==> src/rtl/idma_raddr_desc_gen_if.sv <==
// Read-address segment channel between the descriptor generator and the
// 256-bit AXI read interface.
//
// Handshake: a segment is valid while raddr_fifo_empty is 0; it is consumed
// on a clock edge where raddr_fifo_empty is 0 and raddr_fifo_pop is 1. The
// address and word count stay stable until that edge; a pop while empty is 1
// has no effect.
`timescale 1ns/1ps
interface idma_raddr_desc_gen_if;
  logic [31:0] raddr_fifo_raddr_in;
  logic [31:0] raddr_fifo_rd_num_word;
  logic        raddr_fifo_empty;
  logic        raddr_fifo_pop;

  modport master (
    output raddr_fifo_raddr_in,
    output raddr_fifo_rd_num_word,
    output raddr_fifo_empty,
    input  raddr_fifo_pop
  );

  modport slave (
    input  raddr_fifo_raddr_in,
    input  raddr_fifo_rd_num_word,
    input  raddr_fifo_empty,
    output raddr_fifo_pop
  );
endinterface

==> src/rtl/idma_raddr_desc_gen.sv <==
// idma_raddr_desc_gen: expands one 2D read descriptor (base, words per row,
// row count, row stride) into {byte address, word count} segments of at most
// SEG_WORDS 32-byte words, presented on a FIFO-style pop interface.
//
// Optional feature macro: IDMA_RADDR_GEN_2D_EN. When undefined the transfer
// is a single row (cfg_row_num only distinguishes zero from non-zero) and the
// stride/row-count datapath is not built.
`timescale 1ns/1ps
module idma_raddr_desc_gen #(
  parameter int SEG_WORDS = 16,
  parameter int ROWW      = 16
) (
  input  logic                 aclk,
  input  logic                 aresetn,
  input  logic                 cfg_start,
  input  logic [31:0]          cfg_base_addr,
  input  logic [31:0]          cfg_row_words,
  input  logic [ROWW-1:0]      cfg_row_num,
  input  logic [31:0]          cfg_row_stride,
  input  logic                 cfg_clear,
  idma_raddr_desc_gen_if.master raddr_fifo,
  output logic                 gen_busy,
  output logic                 gen_done,
  output logic [1:0]           dbg_state
);

  typedef enum logic [1:0] {
    ST_IDLE = 2'd0,
    ST_LOAD = 2'd1,
    ST_EMIT = 2'd2,
    ST_DONE = 2'd3
  } state_e;

  localparam logic [31:0] SEG_W = 32'(SEG_WORDS);

  state_e      state_q, state_d;
  logic [31:0] row_addr_q, row_addr_d;
  logic [31:0] row_words_q, row_words_d;
  logic [31:0] word_offset_q, word_offset_d;
  logic [31:0] out_addr_q, out_addr_d;
  logic [31:0] out_num_q, out_num_d;
  logic        empty_q, empty_d;

`ifdef IDMA_RADDR_GEN_2D_EN
  logic [ROWW-1:0] row_num_q, row_num_d;
  logic [ROWW-1:0] row_cnt_q, row_cnt_d;
  logic [31:0]     stride_q, stride_d;
  logic            last_row;
  logic            unused_cfg;
  assign last_row   = (row_cnt_q == row_num_q - ROWW'(1));
  assign unused_cfg = ^{cfg_base_addr[4:0], cfg_row_stride[4:0]};
`else
  logic row_nz_q, row_nz_d;
  logic unused_cfg;
  assign unused_cfg = ^{cfg_base_addr[4:0], cfg_row_stride};
`endif

  logic        rows_zero;
  logic        pop_ok;
  logic        load_seg;
  logic [31:0] cur_rem;
  logic [31:0] nxt_rem;

`ifdef IDMA_RADDR_GEN_2D_EN
  assign rows_zero = (row_num_q == '0);
`else
  assign rows_zero = ~row_nz_q;
`endif

  // Words left in the current row from the current offset.
  assign cur_rem = row_words_q - word_offset_q;
  // A presented segment is accepted only in EMIT.
  assign pop_ok  = (state_q == ST_EMIT) && !empty_q && raddr_fifo.raddr_fifo_pop;

  // Next-state and datapath update; the next segment is computed from the
  // updated offset/row address so a pop reloads the output in the same cycle.
  always_comb begin
    state_d       = state_q;
    row_addr_d    = row_addr_q;
    row_words_d   = row_words_q;
    word_offset_d = word_offset_q;
    out_addr_d    = out_addr_q;
    out_num_d     = out_num_q;
    empty_d       = empty_q;
    load_seg      = 1'b0;
    nxt_rem       = '0;
`ifdef IDMA_RADDR_GEN_2D_EN
    row_num_d     = row_num_q;
    row_cnt_d     = row_cnt_q;
    stride_d      = stride_q;
`else
    row_nz_d      = row_nz_q;
`endif

    case (state_q)
      ST_IDLE: begin
        if (cfg_start) begin
          state_d       = ST_LOAD;
          row_addr_d    = {cfg_base_addr[31:5], 5'b0};
          row_words_d   = cfg_row_words;
          word_offset_d = '0;
`ifdef IDMA_RADDR_GEN_2D_EN
          row_num_d     = cfg_row_num;
          row_cnt_d     = '0;
          stride_d      = {cfg_row_stride[31:5], 5'b0};
`else
          row_nz_d      = (cfg_row_num != '0);
`endif
        end
      end
      ST_LOAD: begin
        if (row_words_q == '0 || rows_zero) begin
          state_d = ST_DONE;
        end else begin
          state_d  = ST_EMIT;
          load_seg = 1'b1;
        end
      end
      ST_EMIT: begin
        if (pop_ok) begin
          if (cur_rem > SEG_W) begin
            word_offset_d = word_offset_q + SEG_W;
            load_seg      = 1'b1;
          end else begin
            word_offset_d = '0;
`ifdef IDMA_RADDR_GEN_2D_EN
            row_addr_d = row_addr_q + stride_q;
            row_cnt_d  = row_cnt_q + ROWW'(1);
            if (last_row) begin
              state_d = ST_DONE;
              empty_d = 1'b1;
            end else begin
              load_seg = 1'b1;
            end
`else
            state_d = ST_DONE;
            empty_d = 1'b1;
`endif
          end
        end
      end
      ST_DONE: state_d = ST_IDLE;
      default: state_d = ST_IDLE;
    endcase

    if (load_seg) begin
      nxt_rem    = row_words_d - word_offset_d;
      out_num_d  = (nxt_rem > SEG_W) ? SEG_W : nxt_rem;
      out_addr_d = row_addr_d + {word_offset_d[26:0], 5'b0};
      empty_d    = 1'b0;
    end

    // Abort wins over everything else in the same cycle.
    if (cfg_clear) begin
      state_d    = ST_IDLE;
      empty_d    = 1'b1;
      out_addr_d = '0;
      out_num_d  = '0;
    end
  end

  // State and datapath registers with asynchronous reset.
  always_ff @(posedge aclk or negedge aresetn) begin
    if (!aresetn) begin
      state_q       <= ST_IDLE;
      row_addr_q    <= '0;
      row_words_q   <= '0;
      word_offset_q <= '0;
      out_addr_q    <= '0;
      out_num_q     <= '0;
      empty_q       <= 1'b1;
`ifdef IDMA_RADDR_GEN_2D_EN
      row_num_q     <= '0;
      row_cnt_q     <= '0;
      stride_q      <= '0;
`else
      row_nz_q      <= 1'b0;
`endif
    end else begin
      state_q       <= state_d;
      row_addr_q    <= row_addr_d;
      row_words_q   <= row_words_d;
      word_offset_q <= word_offset_d;
      out_addr_q    <= out_addr_d;
      out_num_q     <= out_num_d;
      empty_q       <= empty_d;
`ifdef IDMA_RADDR_GEN_2D_EN
      row_num_q     <= row_num_d;
      row_cnt_q     <= row_cnt_d;
      stride_q      <= stride_d;
`else
      row_nz_q      <= row_nz_d;
`endif
    end
  end

  assign raddr_fifo.raddr_fifo_raddr_in    = out_addr_q;
  assign raddr_fifo.raddr_fifo_rd_num_word = out_num_q;
  assign raddr_fifo.raddr_fifo_empty       = empty_q;
  assign gen_busy  = (state_q == ST_LOAD) || (state_q == ST_EMIT);
  assign gen_done  = (state_q == ST_DONE);
  assign dbg_state = state_q;

endmodule
==> src/flat_wrapper.sv <==
// flat-port wrapper written by rule: the top's interface ports become plain ports
module idma_raddr_desc_gen_flat 
#(
  parameter int SEG_WORDS = 16,
  parameter int ROWW      = 16
)
  (aclk, aresetn, cfg_start, cfg_base_addr, cfg_row_words, cfg_row_num, cfg_row_stride, cfg_clear, gen_busy, gen_done, dbg_state, raddr_fifo_raddr_fifo_raddr_in, raddr_fifo_raddr_fifo_rd_num_word, raddr_fifo_raddr_fifo_empty, raddr_fifo_raddr_fifo_pop);
  idma_raddr_desc_gen_if raddr_fifo_i ();
  input  logic aclk;
  input  logic aresetn;
  input  logic cfg_start;
  input  logic [31:0] cfg_base_addr;
  input  logic [31:0] cfg_row_words;
  input  logic [ROWW-1:0] cfg_row_num;
  input  logic [31:0] cfg_row_stride;
  input  logic cfg_clear;
  output logic gen_busy;
  output logic gen_done;
  output logic [1:0] dbg_state;
  output wire logic [$bits(raddr_fifo_i.raddr_fifo_raddr_in)-1:0] raddr_fifo_raddr_fifo_raddr_in;
  output wire logic [$bits(raddr_fifo_i.raddr_fifo_rd_num_word)-1:0] raddr_fifo_raddr_fifo_rd_num_word;
  output wire logic [$bits(raddr_fifo_i.raddr_fifo_empty)-1:0] raddr_fifo_raddr_fifo_empty;
  input wire logic [$bits(raddr_fifo_i.raddr_fifo_pop)-1:0] raddr_fifo_raddr_fifo_pop;
  assign raddr_fifo_raddr_fifo_raddr_in = raddr_fifo_i.raddr_fifo_raddr_in;
  assign raddr_fifo_raddr_fifo_rd_num_word = raddr_fifo_i.raddr_fifo_rd_num_word;
  assign raddr_fifo_raddr_fifo_empty = raddr_fifo_i.raddr_fifo_empty;
  assign raddr_fifo_i.raddr_fifo_pop = raddr_fifo_raddr_fifo_pop;
  idma_raddr_desc_gen #(.SEG_WORDS(SEG_WORDS), .ROWW(ROWW)) u_core (.aclk(aclk), .aresetn(aresetn), .cfg_start(cfg_start), .cfg_base_addr(cfg_base_addr), .cfg_row_words(cfg_row_words), .cfg_row_num(cfg_row_num), .cfg_row_stride(cfg_row_stride), .cfg_clear(cfg_clear), .raddr_fifo(raddr_fifo_i), .gen_busy(gen_busy), .gen_done(gen_done), .dbg_state(dbg_state));
endmodule
==> config.mk <==
export PLATFORM = sky130hd
export DESIGN_NAME = idma_raddr_desc_gen_flat
export DESIGN_NICKNAME = d
export VERILOG_FILES = /design/src/rtl/idma_raddr_desc_gen_if.sv /design/src/rtl/idma_raddr_desc_gen.sv /design/src/flat_wrapper.sv
export SDC_FILE = /design/constraint.sdc
export NUM_CORES = 1
export LEC_CHECK = 0
export ABC_AREA = 1
export BUFFER_PORTS_ARGS = -buffer_cell sky130_fd_sc_hd__buf_2
export CORE_ASPECT_RATIO = 0.7
export CORE_MARGIN = 2
export CORE_UTILIZATION = 30
export CTS_BUF_LIST = sky130_fd_sc_hd__clkbuf_8
export CTS_CLUSTER_DIAMETER = 150
export DETAILED_ROUTE_END_ITERATION = 7
export PLACE_DENSITY = 0.45
export SYNTH_ARGS = -nofsm -noshare
export SYNTH_HDL_FRONTEND = slang
export SYNTH_SLANG_ARGS = --single-unit
export TNS_END_PERCENT = 1
==> constraint.sdc <==
create_clock -name aclk -period 5.46 [get_ports aclk]
set_input_delay 1.092 -clock aclk [delete_from_list [all_inputs] [get_ports aclk]]
set_output_delay 1.092 -clock aclk [all_outputs]
set_load 0.02 [all_outputs]
==> reports/metrics.cfg <==
[synth]
synth_compound_area_frac=0.109
synth_flop_cell=dfrtp_1
synthAdderAreaFrac=0.0865
synthTopCellsByCount=nand2_1, inv_1, nor2_1, dfrtp_1, o21ai_0
syn-num-nets=2242
syn-cell-area_mm2=0.0131
yosys.area_share.simple=0.376
ys_warn_count=0
synth_top_family_by_area=simple AND/OR/NAND/NOR gates
syn_inst=2036
yosysSeqAreaShare=0.312
synth_xor_area_frac=0.0127
syn_avg_cell_area_um2=6.45
synth_edf_count=0
synth.area.top_cells=dfrtp_1, nand2_1, inv_1
synth_seq_cells=164
synthArstFlopShare=1.00
synth_cell_types=53
synth.top_cell.area_share=0.310
synth_area_leader_cell=dfrtp_1
synth_most_common_cell=nand2_1
synth_mux_area_frac=0

[critical_path]
regToRegStartpoint=u_core.word_offset_q[0]
cp_slowest_stage_delay_ns=0.43
ff2ff_path_depth=43
end_kind=register
cp-start-kind=register
cpMostUsedCell=nand2_1
crit_type=reg -> reg
worst-endpoint-required_ns=5.88
arrival_ns=5.50
crit_path_max_fanout=4
startpoint=u_core.word_offset_q[0]
cpMaxStageDelayCell=dfrtp_1

[placed_design]
portBuffers=148
place_hpwl_um=38300
dp_slack_ns=-0.393
gp_congestion=0.888

[global_route]
grt_pass1_vias=12800
grt_max_degree=102
antenna_found_initial=0
grt_pass1_wl_um=70800
grt-ovfl-total=0
track_usage=0.205

[min_path]
hold_depth=2
hold_path.startpoint=u_core.row_addr_q[4]
min_path_type=reg -> reg

[route]
ant_nets=0
num_vias=13400
wl_per_cell_um=15.9
drt-initial-drc-count=1032
dr.pass1.iters=6
totalWireLength_um=46100
drcViolationCount=0
via_per_inst=4.62

[clock_network]
numCtsBuffers=17
insertion_delay_ns=0.49
cts.sinks=164
htreeDepth=4
cts_tree=built
cts_hold_buf=0
clk_path_buf_depth=2
clk_pin_slew_worst_paths_ns=0.10
root_buffer=clkbuf_8

[cells_and_area]
final_nets=2494
layout-drive-gt1-share=0.205
area_growth_pct=22.3
diodes=0
nFillCells=4757

[sta]
setup_slack_ns=0.378
hold_violations=0
fin_skew_ns=0.0193
period_needed_ns=5.08
setup-violations-final=0
period_share=0.931
rsz0062_at_grt=yes
fmax_mhz=197
fin_setup_tns_ns=0
maxSlewViolCount=0
tightestPinTransition_ns=0.673
slew_headroom=0.551

[power]
netSwitchingFraction=0.530
power_uw=8310
ir_drop_v=0.000195
internal_power_uw=3900
comb_power_share=0.688
power_density_mw_per_mm2=517
clkPwrFrac=0.111
leakage_uw=0.00866
seqPwrFrac=0.201
netSwitchingPower_uw=4400

[die]
boundaryPins=186
start_util=0.302
die_x_um=254
rows=64
fp.dieH_um=179
dieArea_mm2=0.0455
coreArea_mm2=0.0435

[status]
run_status=finished clean

[job]
cap_viol_max_count=0

[per-stage QoR]
step | hold WS [ns] | instances | area, µm² | utilization
after global routing | 0.508 | 2895 | 16100 | 0.370
final | 0.464 | 2895 | 16100 | 0.370
after detailed placement | 0.445 | 2858 | 15300 | 0.353
after CTS | 0.470 | 2890 | 15700 | 0.362
after floorplan | 0.426 | 2036 | 13100 | -
after global placement | 0.442 | 2858 | 15300 | 0.353
[final timing paths]
check / end / slack (ns)
setup / recovery: u_core.raddr_fifo.raddr_fifo_rd_num_word[3] / 0.38
hold / removal: u_core.row_addr_q[4] / 0.46
setup reg to reg: u_core.raddr_fifo.raddr_fifo_rd_num_word[3] / 0.38
hold reg to reg: u_core.row_addr_q[4] / 0.46
max in group asynchronous: u_core.row_words_q[2] / 3.87
min in group asynchronous: u_core.raddr_fifo.raddr_fifo_raddr_in[30] / 0.58
[state kept, by name, summed over array words and instances (netlist names)]
signal                                    count
u_core.raddr_fifo.raddr_fifo_empty            1
u_core.raddr_fifo.raddr_fifo_rd_num_word     32
u_core.row_nz_q                               1
u_core.row_words_q                           32
u_core.word_offset_q                         32
u_core.raddr_fifo.raddr_fifo_raddr_in        32
u_core.row_addr_q                            32
u_core.dbg_state                              2
[critical path, delay by kind of cell (launching register included)]
family	cells	cell delay, ns
buf+inv	4	0.35
simple gates	35	3.30
compound gates	1	0.15
flops	1	0.43
fa+ha+maj	3	0.77
[layout by cell type (no fill, tap or decap), types with 22 or more instances in the layout]
cell type  synthesis  final
nand2_2           39     51
nor2_1           185    173
buf_4              1    109
a21oi_2            5     22
dfrtp_1          163    163
o21ai_1           11     24
ha_1              86     74
nand2_1          684    672
o21ai_0          113     97
inv_1            314    309
nand3_1          108    105
nand4_1           25     25
buf_2              2    147
a21oi_1          101     83
[power by group through the flow]
stage / registers [µW] / clock network (µW) / logic, µW
after floorplan: 1650 / 0 / 3720
after global placement: 1690 / 0 / 5420
after detailed placement: 1690 / 0 / 5450
after CTS: 1670 / 946 / 5490
after global routing: 1700 / 999 / 6460
final: 1670 / 919 / 5710
[final cells by class]
| type | instances | area [µm²] | share of cell area |
|---|---|---|---|
| flip-flops and latches | 164 | 4110 | 0.255 |
| repair buffers | 259 | 1610 | 0.0999 |
| inverters | 331 | 1240 | 0.0773 |
| clock buffers | 19 | 262 | 0.0163 |
| clock inverters | 13 | 133 | 0.00825 |
| well taps | 594 | 743 | 0.0462 |
| multi-input cells | 1515 | 7980 | 0.497 |
[cells by family after synthesis]
| group | after synthesis |
|---|---|
| AND/OR/NAND/NOR | 1143 |
| buffers and inverters | 357 |
| AO/OA/AOI/OAI | 264 |
| flip-flops | 164 |
| adder cells (fa/ha/maj) | 89 |
| XOR/XNOR | 19 |
[metal layers]
metal	vias to the layer above	global-route usage	wire length (µm)	part of all wire
li1	6957	-	-	-
met1	6127	0.310	24400	0.53
met2	265	0.303	19000	0.41
met3	35	0.0285	1890	0.041
met4	0	0.0510	836	0.018
met5	-	0	0	0
[what timing repair did]
| item | 4_1_cts | 5_1_grt |
|---|---|---|
| gates resized for setup | 4 | 99 |
| setup buffers | 0 | 5 |
| endpoints found under the setup margin | 6 | 17 |
| pin swaps | 0 | 9 |
| endpoints found under the hold margin | 0 | 0 |
| cloned | 0 | 0 |
(Power assumes the default switching activity.)
